**config.mk**
```make
export PLATFORM = sky130hd
export DESIGN_NAME = multicycle_ctrl_flat
export DESIGN_NICKNAME = d
export VERILOG_FILES = /design/src/rtl/multicycle_ctrl_if.sv /design/src/rtl/multicycle_ctrl.sv /design/src/flat_wrapper.sv
export SDC_FILE = /design/constraint.sdc
export NUM_CORES = 1
export LEC_CHECK = 0
export BUFFER_PORTS_ARGS = -buffer_cell sky130_fd_sc_hd__clkbuf_2
export CAP_MARGIN = 0
export CELL_PAD_IN_SITES_DETAIL_PLACEMENT = 0
export CELL_PAD_IN_SITES_GLOBAL_PLACEMENT = 1
export CORE_MARGIN = 4
export CORE_UTILIZATION = 33
export CTS_BUF_LIST = sky130_fd_sc_hd__clkbuf_8
export DETAILED_ROUTE_END_ITERATION = 6
export PLACE_DENSITY_LB_ADDON = 0.1
export SYNTH_ARGS = -nofsm -noshare
export SYNTH_HDL_FRONTEND = slang
export SYNTH_SLANG_ARGS = --single-unit
```
**constraint.sdc**
```tcl
create_clock -name clk -period 1.62 [get_ports clk]
set_clock_uncertainty 0.1 [all_clocks]
set_input_delay 0.243 -clock clk [delete_from_list [all_inputs] [get_ports clk]]
set_output_delay 0.243 -clock clk [all_outputs]
set_load 0.005 [all_outputs]
```
**src/rtl/multicycle_ctrl_if.sv**
```systemverilog
// Control bundle between the multicycle controller and its datapath.
// The controller side consumes opcode/conditions and drives the enables.
interface multicycle_ctrl_if;
   logic [5:0] opcode;
   logic       br_cond;
   logic       imem_ready;
   logic       dmem_ready;
   logic       PCWrite;
   logic [1:0] PCSrc;
   logic       IRWrite;
   logic       RegDst;
   logic       RegWrite;
   logic       LinkWrite;
   logic       ExtOp;
   logic       ALUSrc;
   logic       MemRd;
   logic       MemWrite;
   logic       WBdata;
   logic [2:0] state;
   logic       instr_done;
   logic       illegal;

   modport master (
      input  opcode, br_cond, imem_ready, dmem_ready,
      output PCWrite, PCSrc, IRWrite, RegDst, RegWrite,
      output LinkWrite, ExtOp, ALUSrc, MemRd, MemWrite,
      output WBdata, state, instr_done, illegal
   );

   modport slave (
      output opcode, br_cond, imem_ready, dmem_ready,
      input  PCWrite, PCSrc, IRWrite, RegDst, RegWrite,
      input  LinkWrite, ExtOp, ALUSrc, MemRd, MemWrite,
      input  WBdata, state, instr_done, illegal
   );
endinterface

```
**src/rtl/multicycle_ctrl.sv**
```systemverilog
// Multicycle CPU control FSM: FETCH/DECODE/EXEC/MEM/WB with ready stalls.
// Outputs are combinational; reset forces every output low in its cycle.
module multicycle_ctrl (
   input  logic                   clk,
   input  logic                   rst,
   multicycle_ctrl_if.master      bus
);
   typedef enum logic [2:0] {
      FETCH  = 3'd0,
      DECODE = 3'd1,
      EXEC   = 3'd2,
      MEM    = 3'd3,
      WB     = 3'd4
   } state_t;

   state_t     state_q;
   state_t     state_d;
   logic [5:0] op_q;
   logic [5:0] op_sel;

   logic is_r, is_andi, is_addi, is_lw, is_sw;
   logic is_br, is_j, is_jal;

   always_ff @(posedge clk) begin
      if (rst) begin
         state_q <= FETCH;
         op_q    <= '0;
      end else begin
         state_q <= state_d;
         if (state_q == DECODE)
            op_q <= bus.opcode;
      end
   end

   // DECODE acts on the live opcode; later states use the latched copy.
   assign op_sel  = (state_q == DECODE) ? bus.opcode : op_q;

   assign is_r    = (op_sel <= 6'd2);
   assign is_andi = (op_sel == 6'd3);
   assign is_addi = (op_sel == 6'd4);
   assign is_lw   = (op_sel == 6'd5) || (op_sel == 6'd6);
   assign is_sw   = (op_sel == 6'd7);
   assign is_br   = (op_sel[5:2] == 4'b0010);
   assign is_j    = (op_sel == 6'd12);
   assign is_jal  = (op_sel == 6'd13);

   always_comb begin
      state_d        = FETCH;
      bus.PCWrite    = 1'b0;
      bus.PCSrc      = 2'b00;
      bus.IRWrite    = 1'b0;
      bus.RegDst     = 1'b0;
      bus.RegWrite   = 1'b0;
      bus.LinkWrite  = 1'b0;
      bus.ExtOp      = 1'b0;
      bus.ALUSrc     = 1'b0;
      bus.MemRd      = 1'b0;
      bus.MemWrite   = 1'b0;
      bus.WBdata     = 1'b0;
      bus.instr_done = 1'b0;
      bus.illegal    = 1'b0;
      bus.state      = 3'd0;

      if (!rst) begin
         bus.state = state_q;
         unique case (state_q)
            FETCH: begin
               bus.IRWrite = bus.imem_ready;
               bus.PCWrite = bus.imem_ready;
               state_d     = bus.imem_ready ? DECODE : FETCH;
            end
            DECODE: begin
               if (is_j || is_jal) begin
                  bus.PCWrite    = 1'b1;
                  bus.PCSrc      = 2'b10;
                  bus.RegWrite   = is_jal;
                  bus.LinkWrite  = is_jal;
                  bus.instr_done = 1'b1;
                  state_d        = FETCH;
               end else if (is_r || is_andi || is_addi ||
                            is_lw || is_sw || is_br) begin
                  state_d = EXEC;
               end else begin
                  bus.illegal    = 1'b1;
                  bus.instr_done = 1'b1;
                  state_d        = FETCH;
               end
            end
            EXEC: begin
               bus.ExtOp  = is_addi | is_lw | is_sw | is_br;
               bus.ALUSrc = is_andi | is_addi | is_lw | is_sw;
               bus.RegDst = is_r;
               if (is_r || is_andi || is_addi) begin
                  state_d = WB;
               end else if (is_lw || is_sw) begin
                  state_d = MEM;
               end else if (is_br) begin
                  bus.PCWrite    = bus.br_cond;
                  bus.PCSrc      = 2'b01;
                  bus.instr_done = 1'b1;
                  state_d        = FETCH;
               end
            end
            MEM: begin
               bus.ExtOp    = 1'b1;
               bus.ALUSrc   = 1'b1;
               bus.MemRd    = is_lw;
               bus.MemWrite = is_sw;
               if (!bus.dmem_ready) begin
                  state_d = MEM;
               end else if (is_lw) begin
                  state_d = WB;
               end else begin
                  bus.instr_done = is_sw;
                  state_d        = FETCH;
               end
            end
            WB: begin
               bus.ExtOp      = is_addi | is_lw;
               bus.ALUSrc     = is_andi | is_addi | is_lw;
               bus.RegDst     = is_r;
               bus.RegWrite   = 1'b1;
               bus.WBdata     = is_lw;
               bus.instr_done = 1'b1;
               state_d        = FETCH;
            end
            default: begin
               state_d = FETCH;
            end
         endcase
      end
   end
endmodule

```
**src/flat_wrapper.sv**
```systemverilog
// flat-port wrapper written by rule: the top's interface ports become plain ports
module multicycle_ctrl_flat 
  (clk, rst, bus_opcode, bus_br_cond, bus_imem_ready, bus_dmem_ready, bus_PCWrite, bus_PCSrc, bus_IRWrite, bus_RegDst, bus_RegWrite, bus_LinkWrite, bus_ExtOp, bus_ALUSrc, bus_MemRd, bus_MemWrite, bus_WBdata, bus_state, bus_instr_done, bus_illegal);
  multicycle_ctrl_if bus_i ();
  input  logic clk;
  input  logic rst;
  input wire logic [$bits(bus_i.opcode)-1:0] bus_opcode;
  input wire logic [$bits(bus_i.br_cond)-1:0] bus_br_cond;
  input wire logic [$bits(bus_i.imem_ready)-1:0] bus_imem_ready;
  input wire logic [$bits(bus_i.dmem_ready)-1:0] bus_dmem_ready;
  output wire logic [$bits(bus_i.PCWrite)-1:0] bus_PCWrite;
  output wire logic [$bits(bus_i.PCSrc)-1:0] bus_PCSrc;
  output wire logic [$bits(bus_i.IRWrite)-1:0] bus_IRWrite;
  output wire logic [$bits(bus_i.RegDst)-1:0] bus_RegDst;
  output wire logic [$bits(bus_i.RegWrite)-1:0] bus_RegWrite;
  output wire logic [$bits(bus_i.LinkWrite)-1:0] bus_LinkWrite;
  output wire logic [$bits(bus_i.ExtOp)-1:0] bus_ExtOp;
  output wire logic [$bits(bus_i.ALUSrc)-1:0] bus_ALUSrc;
  output wire logic [$bits(bus_i.MemRd)-1:0] bus_MemRd;
  output wire logic [$bits(bus_i.MemWrite)-1:0] bus_MemWrite;
  output wire logic [$bits(bus_i.WBdata)-1:0] bus_WBdata;
  output wire logic [$bits(bus_i.state)-1:0] bus_state;
  output wire logic [$bits(bus_i.instr_done)-1:0] bus_instr_done;
  output wire logic [$bits(bus_i.illegal)-1:0] bus_illegal;
  assign bus_i.opcode = bus_opcode;
  assign bus_i.br_cond = bus_br_cond;
  assign bus_i.imem_ready = bus_imem_ready;
  assign bus_i.dmem_ready = bus_dmem_ready;
  assign bus_PCWrite = bus_i.PCWrite;
  assign bus_PCSrc = bus_i.PCSrc;
  assign bus_IRWrite = bus_i.IRWrite;
  assign bus_RegDst = bus_i.RegDst;
  assign bus_RegWrite = bus_i.RegWrite;
  assign bus_LinkWrite = bus_i.LinkWrite;
  assign bus_ExtOp = bus_i.ExtOp;
  assign bus_ALUSrc = bus_i.ALUSrc;
  assign bus_MemRd = bus_i.MemRd;
  assign bus_MemWrite = bus_i.MemWrite;
  assign bus_WBdata = bus_i.WBdata;
  assign bus_state = bus_i.state;
  assign bus_instr_done = bus_i.instr_done;
  assign bus_illegal = bus_i.illegal;
  multicycle_ctrl u_core (.clk(clk), .rst(rst), .bus(bus_i));
endmodule
```
After elaboration in Yosys (flattened, before gate mapping)
Index checks and enable logic that the tools add are counted.
{"block": "word_totals", "reg_bits": 9, "latchBits": 0, "ram_bits": 0, "rom_bits": 0, "inputBits": 11, "out_inout_bits": 17, "word_cells": 84, "n_memories": 0}
{"block": "classes", "addsub": 0, "multipliers": 0, "div_mod_pow": 0, "magnitude_cmp": 1, "n_eq_ne": 12, "shifts": 0, "mux": 53, "bitwise_logic": 6, "reduce_logical": 10}
{"op": "two-way mux 1 bit", "n": 34}
{"op": "equality test 6 x 3 -> 1 bit (second input constant)", "n": 4}
{"op": "two-way mux 3 bit", "n": 5}
{"op": "equality test 6 x 4 -> 1 bit (second input constant)", "n": 2}
{"op": "two-way mux 2 bit", "n": 6}
{"op": "case mux 3 bit (4 select lines)", "n": 1}
{"op": "case mux 1 bit (3 select lines)", "n": 3}
{"op": "logical OR 1 bit", "n": 8}
{"op": "equality test 3 x 2 -> 1 bit (second input constant)", "n": 2}
{"op": "equality test 6 x 2 -> 1 bit (second input constant)", "n": 1}
{"op": "less-or-equal comparator 6 x 2 -> 1 bit (second input constant)", "n": 1}
{"op": "two-way mux 6 bit", "n": 1}
{"op": "bitwise OR 1 bit", "n": 6}
{"op": "equality test 4 x 2 -> 1 bit (second input constant)", "n": 1}
{"op": "case mux 1 bit (4 select lines)", "n": 1}
{"op": "case mux 2 bit (2 select lines)", "n": 1}
{"op": "equality test 3 x 1 -> 1 bit (second input constant)", "n": 1}
{"op": "equality test 3 bit (second input constant)", "n": 1}
{"op": "zero test 3 bit", "n": 1}
{"op": "case mux 1 bit (2 select lines)", "n": 1}
{"op": "OR reduction 2 bit", "n": 1}

Logic depth before layout (Yosys ltp)
Gate-level depths: netlist of the first run.
{"block": "logic_depth", "ltp_word": 12, "mapped_depth": 5, "mapped_depth_nobuf": 4}

Least setup slack after synthesis of the first run
Ideal clock, no wire load.
{"block": "synth_timing", "path_type": "reg-to-output", "start": "register u_core.state_q[1]", "end": "output port bus_instr_done", "arrival_time_ps": 1486, "required_ps": 1277, "path_slack_ps": -209, "stages_incl_launch_ff": 5, "n_path_buf": 0, "path_cell_list": "dfxtp_1 -> nor3b_4 -> mux2i_2 -> nand4b_1 -> a311oi_1"}
{"block": "synth_via", "elab_chain_cells": 12, "elab_cells_between_ends": 31, "cone_classes": "1 x order compare; 12 x eq/ne; 10 x mux; 8 x reduce/logical"}
{"item": "start, declared", "line_no": "multicycle_ctrl.sv:16", "source": "state_t state_q;"}
{"item": "start signal, assigned", "line_no": "multicycle_ctrl.sv:29", "source": "state_q <= state_d;"}
{"item": "equality test 3 x 1 -> 1 bit", "line_no": "multicycle_ctrl.sv:36, multicycle_ctrl.sv:66"}
{"item": "two-way mux 6 bit", "line_no": "multicycle_ctrl.sv:36", "source": "assign op_sel = (state_q == DECODE) ? bus.opcode : op_q;"}
{"item": "less-or-equal comparator 6 x 2 -> 1 bit or equality test 6 x 2 -> 1 bit (tied branches)", "line_no": "multicycle_ctrl.sv:38, multicycle_ctrl.sv:39"}
{"item": "logical OR 1 bit (2 in series)", "line_no": "multicycle_ctrl.sv:80, multicycle_ctrl.sv:93"}
{"item": "logical OR 1 bit", "line_no": "multicycle_ctrl.sv:80", "source": "end else if (is_r || is_andi || is_addi ||"}
{"item": "logical OR 1 bit (2 in series)", "line_no": "multicycle_ctrl.sv:81", "source": "is_lw || is_sw || is_br) begin"}
{"item": "two-way mux 1 bit", "line_no": "multicycle_ctrl.sv:80"}
{"item": "two-way mux 1 bit", "line_no": "multicycle_ctrl.sv:73", "source": "if (is_j || is_jal) begin"}
{"item": "case mux 1 bit (4 select lines) (*)", "line_no": "multicycle_ctrl.sv:66", "source": "unique case (state_q)"}
{"item": "two-way mux 1 bit (*)", "line_no": "multicycle_ctrl.sv:64", "source": "if (!rst) begin"}
{"item": "end, declared", "line_no": "flat_wrapper.sv:23", "source": "output wire logic [$bits(bus_i.instr_done)-1:0] bus_instr_done;"}
Mark *: on every way between the ends. The rest lies on a longest branch, timed or not.

Worst setup path after layout of the first run
{"block": "layout_timing", "start": "register u_core.state_q[2]", "end": "output port bus_instr_done"}
The elaborated chain is that of the path after synthesis.

==> results.yml, run 1 <==
status:
  status: "finished with violations"
  violations: "negative setup slack"
power_and_ir_drop:
  p_per_area_nw_per_um2: 476
  peakVddDrop_v: 0.000410
  power_leakage_nw: 0.736
clock_network:
  cts_max_path_buffers: 2
  cts.sinks: 9
  cts.clk_slew.worst_paths_ns: 0.05
  hold_buffers: 0
  clock_latency_ns: 0.23
  cts_htree_levels: 1
  cts_root_buffer: "clkbuf_8"
  cts_made_buffers: 3
  cts_tree: "done"
global_routing:
  top_usage_layer: "met2"
  track_usage_pct: 18.6
  grt_pass1_wl_um: 5040
  grt_overflow: 0
  grt_pass1_vias: 1123
  met2_usage_pct: 30.6
  gr-usage-met3_pct: 2.41
  met1_usage_pct: 24.8
  grt_max_degree: 11
  antenna_found_initial: 0
routing:
  drt_iter0_markers: 39
  dr.pass1.iters: 4
  via_count: 1167
  viasPerCell: 5.30
  wl_per_cell_um: 14.9
  ant_nets: 0
  wl_um: 3280
  drc_errors: 0
layout:
  drive_gt1_share_pct: 62.1
  final_common_cell: "buf_4"
  stdcell_count: 220
  seqCellArea_um2: 186
  num_antenna_cells: 0
  multi_input_area_um2: 825
  area_growth_pct: 99.7
  utilization_pct: 68.5
  fin_nets: 202
  final_cell_mix: "buf_4, clkbuf_2, buf_6"
  fillerInstances: 199
worst_setup_path:
  worst_setup_path_start_kind: "register"
  slowest_delay_ns: 0.35
  crit_slowest_cell: "dfxtp_4"
  cp.arrival_ns: 1.80
  end_kind: "primary output"
  crit_family: "buffers and inverters"
  critPathKind: "reg -> out"
  crit_buf_inv: 3
  path_max_fanout: 6
  rr_worst_depth: 8
  path_cells: "nor3b_4 > buf_12 > buf_12 > mux2_4 > nand3_4 > a311oi_2 > buf_2"
  cp_common_cell: "buf_12"
  crit_required_ns: 1.28
  cp.depth: 7
synth:
  synth_area_leaders: "dfxtp_1, nand2_1, nor2_1"
  syn-num-nets: 127
  syn_area_um2: 850
  synth_edf_count: 0
  ys_types: 40
  ys_ff_latch: 9
  ys.flop_type: "dfxtp_1"
  synth-seq-area-share_pct: 21.2
  yosysTopAreaCellShare_pct: 21.2
  yosysTopAreaCell: "dfxtp_1"
  netlist_instances: 116
  postSynthAreaPerCell_um2: 7.32
  synthArstFlopShare_pct: 0
  yosys_warnings: 0
min_path:
  min_path_type: "in -> reg"
  worstHoldPathCells: 4
job:
  maxCapViolations: 0
die:
  io_pins: 28
  core_area_um2: 2480
  die_w_um: 58.7
  dieArea_um2: 3450
  rows: 18
  initial_core_util_pct: 34.3
  die_h_um: 58.7
timing:
  finalSetupViolations: 18
  timing.slew.headroom_pct: 78.8
  period_minus_slack_ns: 2.14
  max_freq_mhz: 467
  drv_slew: 0
  rsz0062_at_grt: "true"
  report.final.hold_viol_count: 0
  setup_tns_ns: -6.58
  tightest_slew_ns: 0.317
  setup_slack_ns: -0.522
  holdWs_ns: 0.280
  finalCritPeriodShare_pct: 132
placement:
  place_ws_ns: -0.308
  hpwlAfterDp_um: 2400
  io_buffers: 27
  placed_cells: 208
  gp_congestion: 0.832
==> per-stage QoR <==
stage | instance area (um^2) | total power [mW]
after CTS | 1520 | 0.769
after floorplan | 872 | 0.350
after global routing | 1700 | 0.843
after global placement | 1350 | 0.473
after detailed placement | 1350 | 0.473
final | 1700 | 0.807
==> metal layers <==
metal | vias to the layer above | share of wire (%) | wire length, um
met1 | 549 | 43 | 1420
met4 | 0 | 1.2 | 38
met3 | 6 | 5.3 | 174
li1 | 569 | - | -
met5 | - | 0 | 0
met2 | 43 | 50 | 1640
==> sequential cells by signal, indices dropped and copies added, names as in the netlist <==
register	flops
u_core.op_q	6
u_core.state_q	3
==> worst min-delay path, stage by stage <==
cell      delay (ns)
clkbuf_2        0.09
nand2_2         0.07
buf_6           0.10
a31oi_1         0.07
==> path summary, 6_finish.rpt <==
check / end / slack [ns] / from
setup / recovery: bus_instr_done / -0.52 / u_core.state_q[2]$_SDFF_PP0_
hold / removal: u_core.state_q[0]$_SDFF_PP0_ / 0.28 / bus_imem_ready
setup reg to reg: u_core.state_q[1]$_SDFF_PP0_ / -0.22 / u_core.state_q[2]$_SDFF_PP0_
hold reg to reg: u_core.op_q[4]$_SDFF_PP0_ / 0.48 / u_core.op_q[4]$_SDFF_PP0_
==> Yosys cell counts (2+ instances only) <==
cell type	n
dfxtp_1	9
a31oi_1	4
nor2_1	12
nand3_1	5
a21oi_1	6
mux2i_1	4
mux2_4	2
and3_1	3
o211ai_1	2
nand4b_1	2
xor2_1	3
nand2_1	16
clkbuf_1	4
nand4_1	2
or3_1	2
nor3_1	8
nand2b_1	3
o31ai_1	3
and3b_1	2
nor2b_1	4
==> cell families (layout without fill, tap and decap cells) <==
group | Yosys count | in the layout | synth area share (%)
and+or+nand+nor | 66 | 66 | 42.0
DFF | 9 | 9 | 21.2
muxes | 7 | 7 | 9.87
xor gates and xnor gates | 4 | 4 | 4.12
AOI/OAI and AO/OA | 22 | 22 | 17.8
buffers and inverters | 8 | 82 | 5.01
==> power breakdown <==
group,leakage (nW),internal (mW),switching [mW]
clock network,0.0269,0.165,0.0899
logic,0.634,0.165,0.151
registers,0.0750,0.230,0.00596
==> repair_timing <==
item                       4_1_cts  5_1_grt
pin swaps                       11       15
cloned                           0        0
resized for setup               27       37
setup endpoints to repair       17       18
buffers inserted                 2        6
==> cell type report <==
cell class,count,share of cell area (%)
clock inverter,1,0.221
multi-input combinational,99,48.6
clock buffer,3,2.43
sequential,9,11.0
timing repair buffer,78,35.5
tap,30,2.21
Note: power is estimated with default switching activity, not from simulation.
==> inputs of run 2 (changes only) <==
--- a/config.mk
+++ b/config.mk
@@ -5,12 +5,13 @@
 export SDC_FILE = /design/constraint.sdc
 export NUM_CORES = 1
 export LEC_CHECK = 0
+export ABC_CLOCK_PERIOD_IN_PS = 2700
 export BUFFER_PORTS_ARGS = -buffer_cell sky130_fd_sc_hd__clkbuf_2
 export CAP_MARGIN = 0
 export CELL_PAD_IN_SITES_DETAIL_PLACEMENT = 0
 export CELL_PAD_IN_SITES_GLOBAL_PLACEMENT = 1
 export CORE_MARGIN = 4
-export CORE_UTILIZATION = 33
+export CORE_UTILIZATION = 39
 export CTS_BUF_LIST = sky130_fd_sc_hd__clkbuf_8
 export DETAILED_ROUTE_END_ITERATION = 6
 export PLACE_DENSITY_LB_ADDON = 0.1
==> constraint.sdc (replaced) <==
create_clock -name clk -period 2.7 [get_ports clk]
set_clock_uncertainty 0.1 [all_clocks]
set_input_delay 0.405 -clock clk [delete_from_list [all_inputs] [get_ports clk]]
set_output_delay 0.405 -clock clk [all_outputs]
set_load 0.005 [all_outputs]
==> run 2 against run 1 <==
Compared with the run above: total power fell by 50%; largest cell class unchanged; the flow now finishes without violations; critical path type unchanged; design area fell by 37%; combinational power fell by 71%; via count fell by 21%.
==> results.yml, run 2 (synthesis results as in run 1) <==
layout:
  multi_input_area_um2: 636
  fin_nets: 155
  largest_reg_flops: 6
  seqCellArea_um2: 181
  final_cell_mix: "clkbuf_2, nand2_1, nor2_1"
  stdcell_count: 170
  fin_area_um2: 1060
  area_growth_pct: 25.0
  top_register: "u_core.op_q"
  final_common_cell: "clkbuf_2"
  drive_gt1_share_pct: 30.1
  fillerInstances: 217
  num_antenna_cells: 0
  top_regs: "u_core.op_q (6), u_core.state_q (3)"
global_routing:
  grt_pass1_wl_um: 4000
  antenna_found_initial: 0
  track_usage_pct: 18.7
  grt_max_degree: 21
  grt_pass1_vias: 860
  grt_overflow: 0
routing:
  drc_errors: 0
  ant_nets: 0
  wl_per_cell_um: 14.1
  viasPerCell: 5.42
  dr.pass1.iters: 4
  drt_iter0_markers: 30
  wl_um: 2400
  via_count: 921
power_and_ir_drop:
  seqPwrFrac_pct: 36.3
  switching_share_pct: 30.2
  power.share.clock_pct: 40.6
  total_power_mw: 0.401
  pwr-share-comb_pct: 23.1
  p_int_mw: 0.280
  power_leakage_nw: 0.446
  switchingPower_mw: 0.121
  peakVddDrop_v: 0.000324
  p_per_area_nw_per_um2: 378
die:
  dieArea_um2: 2990
  die_w_um: 54.7
  core_area_um2: 2020
  die_h_um: 54.7
  initial_core_util_pct: 42.0
  rows: 16
  io_pins: 28
timing:
  setup_slack_ns: 0.202
  drv_slew: 0
  setup_tns_ns: 0
  timing.slew.headroom_pct: 61.4
  finalCritPeriodShare_pct: 92.5
  report.final.hold_viol_count: 0
  finalSetupViolations: 0
  tightest_slew_ns: 0.578
  period_minus_slack_ns: 2.50
  max_freq_mhz: 400
  rsz0062_at_grt: "false"
clock_network:
  cts_setup_buffers: 0
  hold_buffers: 0
  cts_tree: "done"
  cts_made_buffers: 3
  cts.sinks: 9
  cts_htree_levels: 1
  clock_latency_ns: 0.24
  cts_max_path_buffers: 2
  cts_root_buffer: "clkbuf_8"
  cts.clk_slew.worst_paths_ns: 0.05
worst_setup_path:
  crit_buf_inv: 1
  crit_required_ns: 2.19
  crit_slowest_cell: "nor3b_4"
  crit_family: "simple AND/OR/NAND/NOR gates"
  end_kind: "primary output"
  worst_setup_path_start_kind: "register"
  critPathKind: "reg -> out"
  critPathLaunch: "u_core.state_q[2]$_SDFF_PP0_"
  path_max_fanout: 14
  cp.arrival_ns: 1.99
  slowest_delay_ns: 0.41
  r2r-start: "u_core.state_q[0]$_SDFF_PP0_"
  path_cells: "nor3b_4 > mux2i_4 > nand4b_1 > a311oi_1 > clkbuf_2"
  r2r_setup_slack_ns: 0.86
placement:
  place_ws_ns: 0.357
  placed_cells: 166
  hpwlAfterDp_um: 1840
  gp_congestion: 0.815
  io_buffers: 27
  place_area_um2: 1010
status:
  status: "complete, no violations"
min_path:
  min_path_type: "in -> reg"
  hold_start: "bus_opcode[5]"
job:
  maxCapViolations: 0
run 2: power by group through the flow:
stage               clock (mW)  combinational (mW)  sequential [mW]
finish                   0.163              0.0927            0.146
global route             0.175               0.103            0.146
CTS                      0.165              0.0897            0.146
detailed placement           0              0.0892            0.148
global placement             0              0.0891            0.148
floorplan                    0              0.0632            0.145
run 2: tightest hold or removal path, stage by stage:
cell and delay (ns):
clkbuf_2 0.11, nand2_1 0.06, a21oi_1 0.05
run 2: worst paths after layout:
| path | endpoint | cells past startpoint |
|---|---|---|
| worst max-delay path | bus_instr_done | 5 |
| worst max register to register | u_core.state_q[2]$_SDFF_PP0_ | 5 |
| worst min-delay path | u_core.op_q[5]$_SDFF_PP0_ | 3 |
| worst min register to register | u_core.op_q[4]$_SDFF_PP0_ | 2 |
run 2: per-layer routing:
layer | up-vias | GRT usage (%) | routed length [um]
li1 | 474 | - | -
met1 | 418 | 26.1 | 1220
met2 | 25 | 27.6 | 1020
met3 | 4 | 3.81 | 129
met4 | 0 | 7.88 | 31
met5 | - | 0 | 0
run 2: area by class of cell:
class	count	share of cell area, %
Clock buffer	3	3.89
Clock inverter	1	0.471
Multi-Input combinational cell	99	59.8
Sequential cell	9	17.1
Tap cell	27	3.18
Timing Repair Buffer	31	15.5
run 2: repair_timing:
| item | 4_1_cts | 5_1_grt |
|---|---|---|
| resized for setup | 0 | 2 |
| endpoints found under the setup margin | 0 | 2 |
| endpoints found under the hold margin | 0 | 0 |
run 2: stage by stage:
stage          utilization (%)  hold slack, ns
2_1_floorplan                -           0.344
3_3_place_gp              49.8           0.352
3_5_place_dp              49.8           0.358
4_1_cts                   52.0           0.318
5_1_grt                   52.5           0.349
6_report                  52.5           0.328
==> inputs of run 3 (changes only) <==
--- a/config.mk
+++ b/config.mk
@@ -8,13 +8,11 @@
 export ABC_CLOCK_PERIOD_IN_PS = 2700
 export BUFFER_PORTS_ARGS = -buffer_cell sky130_fd_sc_hd__clkbuf_2
 export CAP_MARGIN = 0
-export CELL_PAD_IN_SITES_DETAIL_PLACEMENT = 0
-export CELL_PAD_IN_SITES_GLOBAL_PLACEMENT = 1
 export CORE_MARGIN = 4
-export CORE_UTILIZATION = 39
+export CORE_UTILIZATION = 56
 export CTS_BUF_LIST = sky130_fd_sc_hd__clkbuf_8
 export DETAILED_ROUTE_END_ITERATION = 6
-export PLACE_DENSITY_LB_ADDON = 0.1
+export PLACE_DENSITY = 0.87
 export SYNTH_ARGS = -nofsm -noshare
 export SYNTH_HDL_FRONTEND = slang
 export SYNTH_SLANG_ARGS = --single-unit
==> constraint.sdc (replaced) <==
create_clock -name clk -period 2.7 [get_ports clk]
set_clock_uncertainty 0.1 [all_clocks]
set_input_delay 0.405 -clock clk [delete_from_list [all_inputs] [get_ports clk]]
set_output_delay 0.405 -clock clk [all_outputs]
set_load 0.1 [all_outputs]
==> run 3 against run 2 <==
Compared with the run above: the flow now stops in 4_1_cts; synthesized area is the same; synthesized cell count did not move.
==> results.yml, run 3 <==
status:
  status: "stopped before the end"
  lastStage: "4_1_cts"
  firstError: "[ERROR DPL-0038] Utilization greater than 100%, impossible to legalize"
synth:
  yosysTopAreaCell: "dfxtp_1"
  synth_edf_count: 0
  synthArstFlopShare_pct: 0
  ys_types: 40
  yosysTopAreaCellShare_pct: 21.2
  yosys-top-cells-count: "nand2_1, nor2_1, dfxtp_1"
  postSynthAreaPerCell_um2: 7.32
  synth_area_leaders: "dfxtp_1, nand2_1, nor2_1"
  yosys_warnings: 0
  syn_area_um2: 850
  ys.flop_type: "dfxtp_1"
  ys_ff_latch: 9
  netlist_instances: 116
  synth-seq-area-share_pct: 21.2
  yosys.cell_count.top_type: "nand2_1"
  syn-num-nets: 127
die:
  die_h_um: 47.0
  die_w_um: 47.0
  io_pins: 28
  initial_core_util_pct: 62.2
  rows: 13
clock_network:
  ctsResizeCount: 4
  cts.sinks: 9
  cts_setup_buffers: 2
  cts_htree_levels: 1
  hold_buffers: 0
  cts_max_path_buffers: 2
  cts_root_buffer: "clkbuf_8"
  cts_made_buffers: 3
placement:
  io_buffers: 27
  gp_congestion: 0.941
  hpwlAfterDp_um: 2670
-- run 3: cell families after synthesis --
| family | Yosys count | share of synthesized area, % |
|---|---|---|
| muxes | 7 | 9.87 |
| AOI/OAI and AO/OA | 22 | 17.8 |
| xor gates and xnor gates | 4 | 4.12 |
| DFF | 9 | 21.2 |
| buffers and inverters | 8 | 5.01 |
| and+or+nand+nor | 66 | 42.0 |
-- run 3: per-stage QoR --
step | util [%] | std cells | area, um^2 | worst slack [ns] | setup TNS, ns
after detailed placement | 95.6 | 158 | 1310 | 0.163 | 0
after global placement | 95.6 | 158 | 1310 | 0.265 | 0
after floorplan | - | 116 | 955 | -0.476 | -1.25
==> inputs of run 4 (changes only) <==
--- a/config.mk
+++ b/config.mk
@@ -8,11 +8,10 @@
 export ABC_CLOCK_PERIOD_IN_PS = 2700
 export BUFFER_PORTS_ARGS = -buffer_cell sky130_fd_sc_hd__clkbuf_2
 export CAP_MARGIN = 0
-export CORE_MARGIN = 4
-export CORE_UTILIZATION = 56
-export CTS_BUF_LIST = sky130_fd_sc_hd__clkbuf_8
+export CORE_AREA = 4 4 65 67
 export DETAILED_ROUTE_END_ITERATION = 6
-export PLACE_DENSITY = 0.87
+export DIE_AREA = 0 0 69 71
+export PLACE_DENSITY_LB_ADDON = 0.15
 export SYNTH_ARGS = -nofsm -noshare
 export SYNTH_HDL_FRONTEND = slang
 export SYNTH_SLANG_ARGS = --single-unit
==> run 4 against run 3 <==
Compared with the run above: the flow now finishes without violations.
==> results.yml, run 4 (synthesis results as in run 1) <==
status:
  status: "complete, no violations"
placement:
  hpwlAfterDp_um: 2160
  io_buffers: 27
  gp_congestion: 0.836
timing:
  holdWs_ns: 0.337
  timing.slew.headroom_pct: 64.0
  finalSetupViolations: 0
  period_minus_slack_ns: 2.61
  setup_tns_ns: 0
  max_freq_mhz: 383
  drv_slew: 0
  rsz0062_at_grt: "true"
  finalCritPeriodShare_pct: 96.8
  tightest_slew_ns: 0.543
  report.final.hold_viol_count: 0
power_and_ir_drop:
  p_per_area_nw_per_um2: 311
  peakVddDrop_v: 0.000174
  power_leakage_nw: 0.558
routing:
  ant_nets: 0
  drc_errors: 0
  drt_iter0_markers: 46
  wl_per_cell_um: 13.6
  wl_um: 2670
  via_count: 967
  dr.pass1.iters: 4
  viasPerCell: 4.91
worst_setup_path:
  crit_buf_inv: 1
  rr_worst_depth: 5
  crit_required_ns: 2.19
  path_max_fanout: 6
  crit_slowest_cell: "mux2i_2"
  timing.rr.end: "u_core.state_q[2]$_SDFF_PP0_"
  end_kind: "primary output"
  r2r-start: "u_core.state_q[1]$_SDFF_PP0_"
  worst_setup_path_start_kind: "register"
  path_cells: "nor3b_4 > mux2i_2 > nand2_1 > nor3_2 > buf_12"
  crit_family: "simple AND/OR/NAND/NOR gates"
  critPathKind: "reg -> out"
  slowest_delay_ns: 0.41
  cp.arrival_ns: 2.11
  r2r_setup_slack_ns: 0.70
die:
  dieArea_um2: 4900
  rows: 22
  initial_core_util_pct: 23.4
  die_h_um: 71
  die_w_um: 69
  io_pins: 28
  core_area_um2: 3630
min_path:
  min_path_type: "in -> reg"
  hold_start: "bus_opcode[5]"
  worstHoldPathCells: 3
  hold_end: "u_core.op_q[5]$_SDFF_PP0_"
clock_network:
  cts_root_buffer: "clkbuf_8"
  hold_buffers: 0
  cts.sinks: 9
  cts_max_path_buffers: 2
  cts_htree_levels: 1
  cts.clk_slew.worst_paths_ns: 0.04
  ctsResizeCount: 0
  cts_setup_buffers: 0
  cts_made_buffers: 3
  clock_latency_ns: 0.23
  cts_tree: "done"
global_routing:
  grt_pass1_wl_um: 4440
  antenna_found_initial: 0
  grt_pass1_vias: 929
  grt_max_degree: 14
  grt_overflow: 0
  track_usage_pct: 10.9
layout:
  top_register: "u_core.op_q"
  final_common_cell: "nand2_1"
  utilization_pct: 38.7
  top_regs: "u_core.op_q (6), u_core.state_q (3)"
  largest_reg_flops: 6
  drive_gt1_share_pct: 39.6
  final_cell_mix: "nand2_1, clkbuf_2, buf_12"
  area_growth_pct: 65.7
  num_antenna_cells: 0
  fillerInstances: 395
  fin_nets: 161
job:
  maxCapViolations: 0
-- run 4: how the worst max path moves through the flow --
stage | cells after the start | from | endpoint
6_report | 5 | u_core.state_q[0]$_SDFF_PP0_ | bus_WBdata
3_5_place_dp | 6 | bus_opcode[5] | bus_WBdata
5_1_grt | 5 | u_core.state_q[0]$_SDFF_PP0_ | bus_WBdata
4_1_cts | 5 | u_core.state_q[0]$_SDFF_PP0_ | bus_WBdata
2_1_floorplan | 4 | u_core.state_q[2]$_SDFF_PP0_ | bus_WBdata
3_3_place_gp | 6 | bus_opcode[5] | bus_WBdata
-- run 4: cell type report --
type	instances	area (um^2)	area share (%)
clock buffer	4	45.0	3.20
multi-input combinational	99	731	51.9
sequential	9	181	12.9
tap	48	60.1	4.27
timing repair buffer	37	390	27.7
-- run 4: through the flow --
stage / setup slack [ns] / area [um^2] / total power [mW] / cells
2_1_floorplan: -0.476 / 955 / 0.245 / 116
3_3_place_gp: 0.213 / 1360 / 0.286 / 193
3_5_place_dp: 0.198 / 1360 / 0.286 / 193
4_1_cts: 0.0698 / 1410 / 0.445 / 197
5_1_grt: -0.0327 / 1410 / 0.461 / 197
6_report: 0.0871 / 1410 / 0.438 / 197
-- run 4: layer usage --
metal,wire [um],track usage [%]
met5,0,0
met4,7,1.30
met3,110,2.84
met2,1360,18.2
met1,1200,14.4
-- run 4: where the power goes --
group          internal (mW)  leakage (nW)  total, mW  switching [mW]
sequential             0.139        0.0739      0.145         0.00569
combinational         0.0478         0.461      0.138          0.0906
clock                  0.103        0.0228      0.155          0.0518
total                  0.290         0.558      0.438           0.148
-- run 4: tightest hold or removal path: stages --
cell and delay, ns:
clkbuf_2 0.10, nand2_1 0.06, a21oi_1 0.05
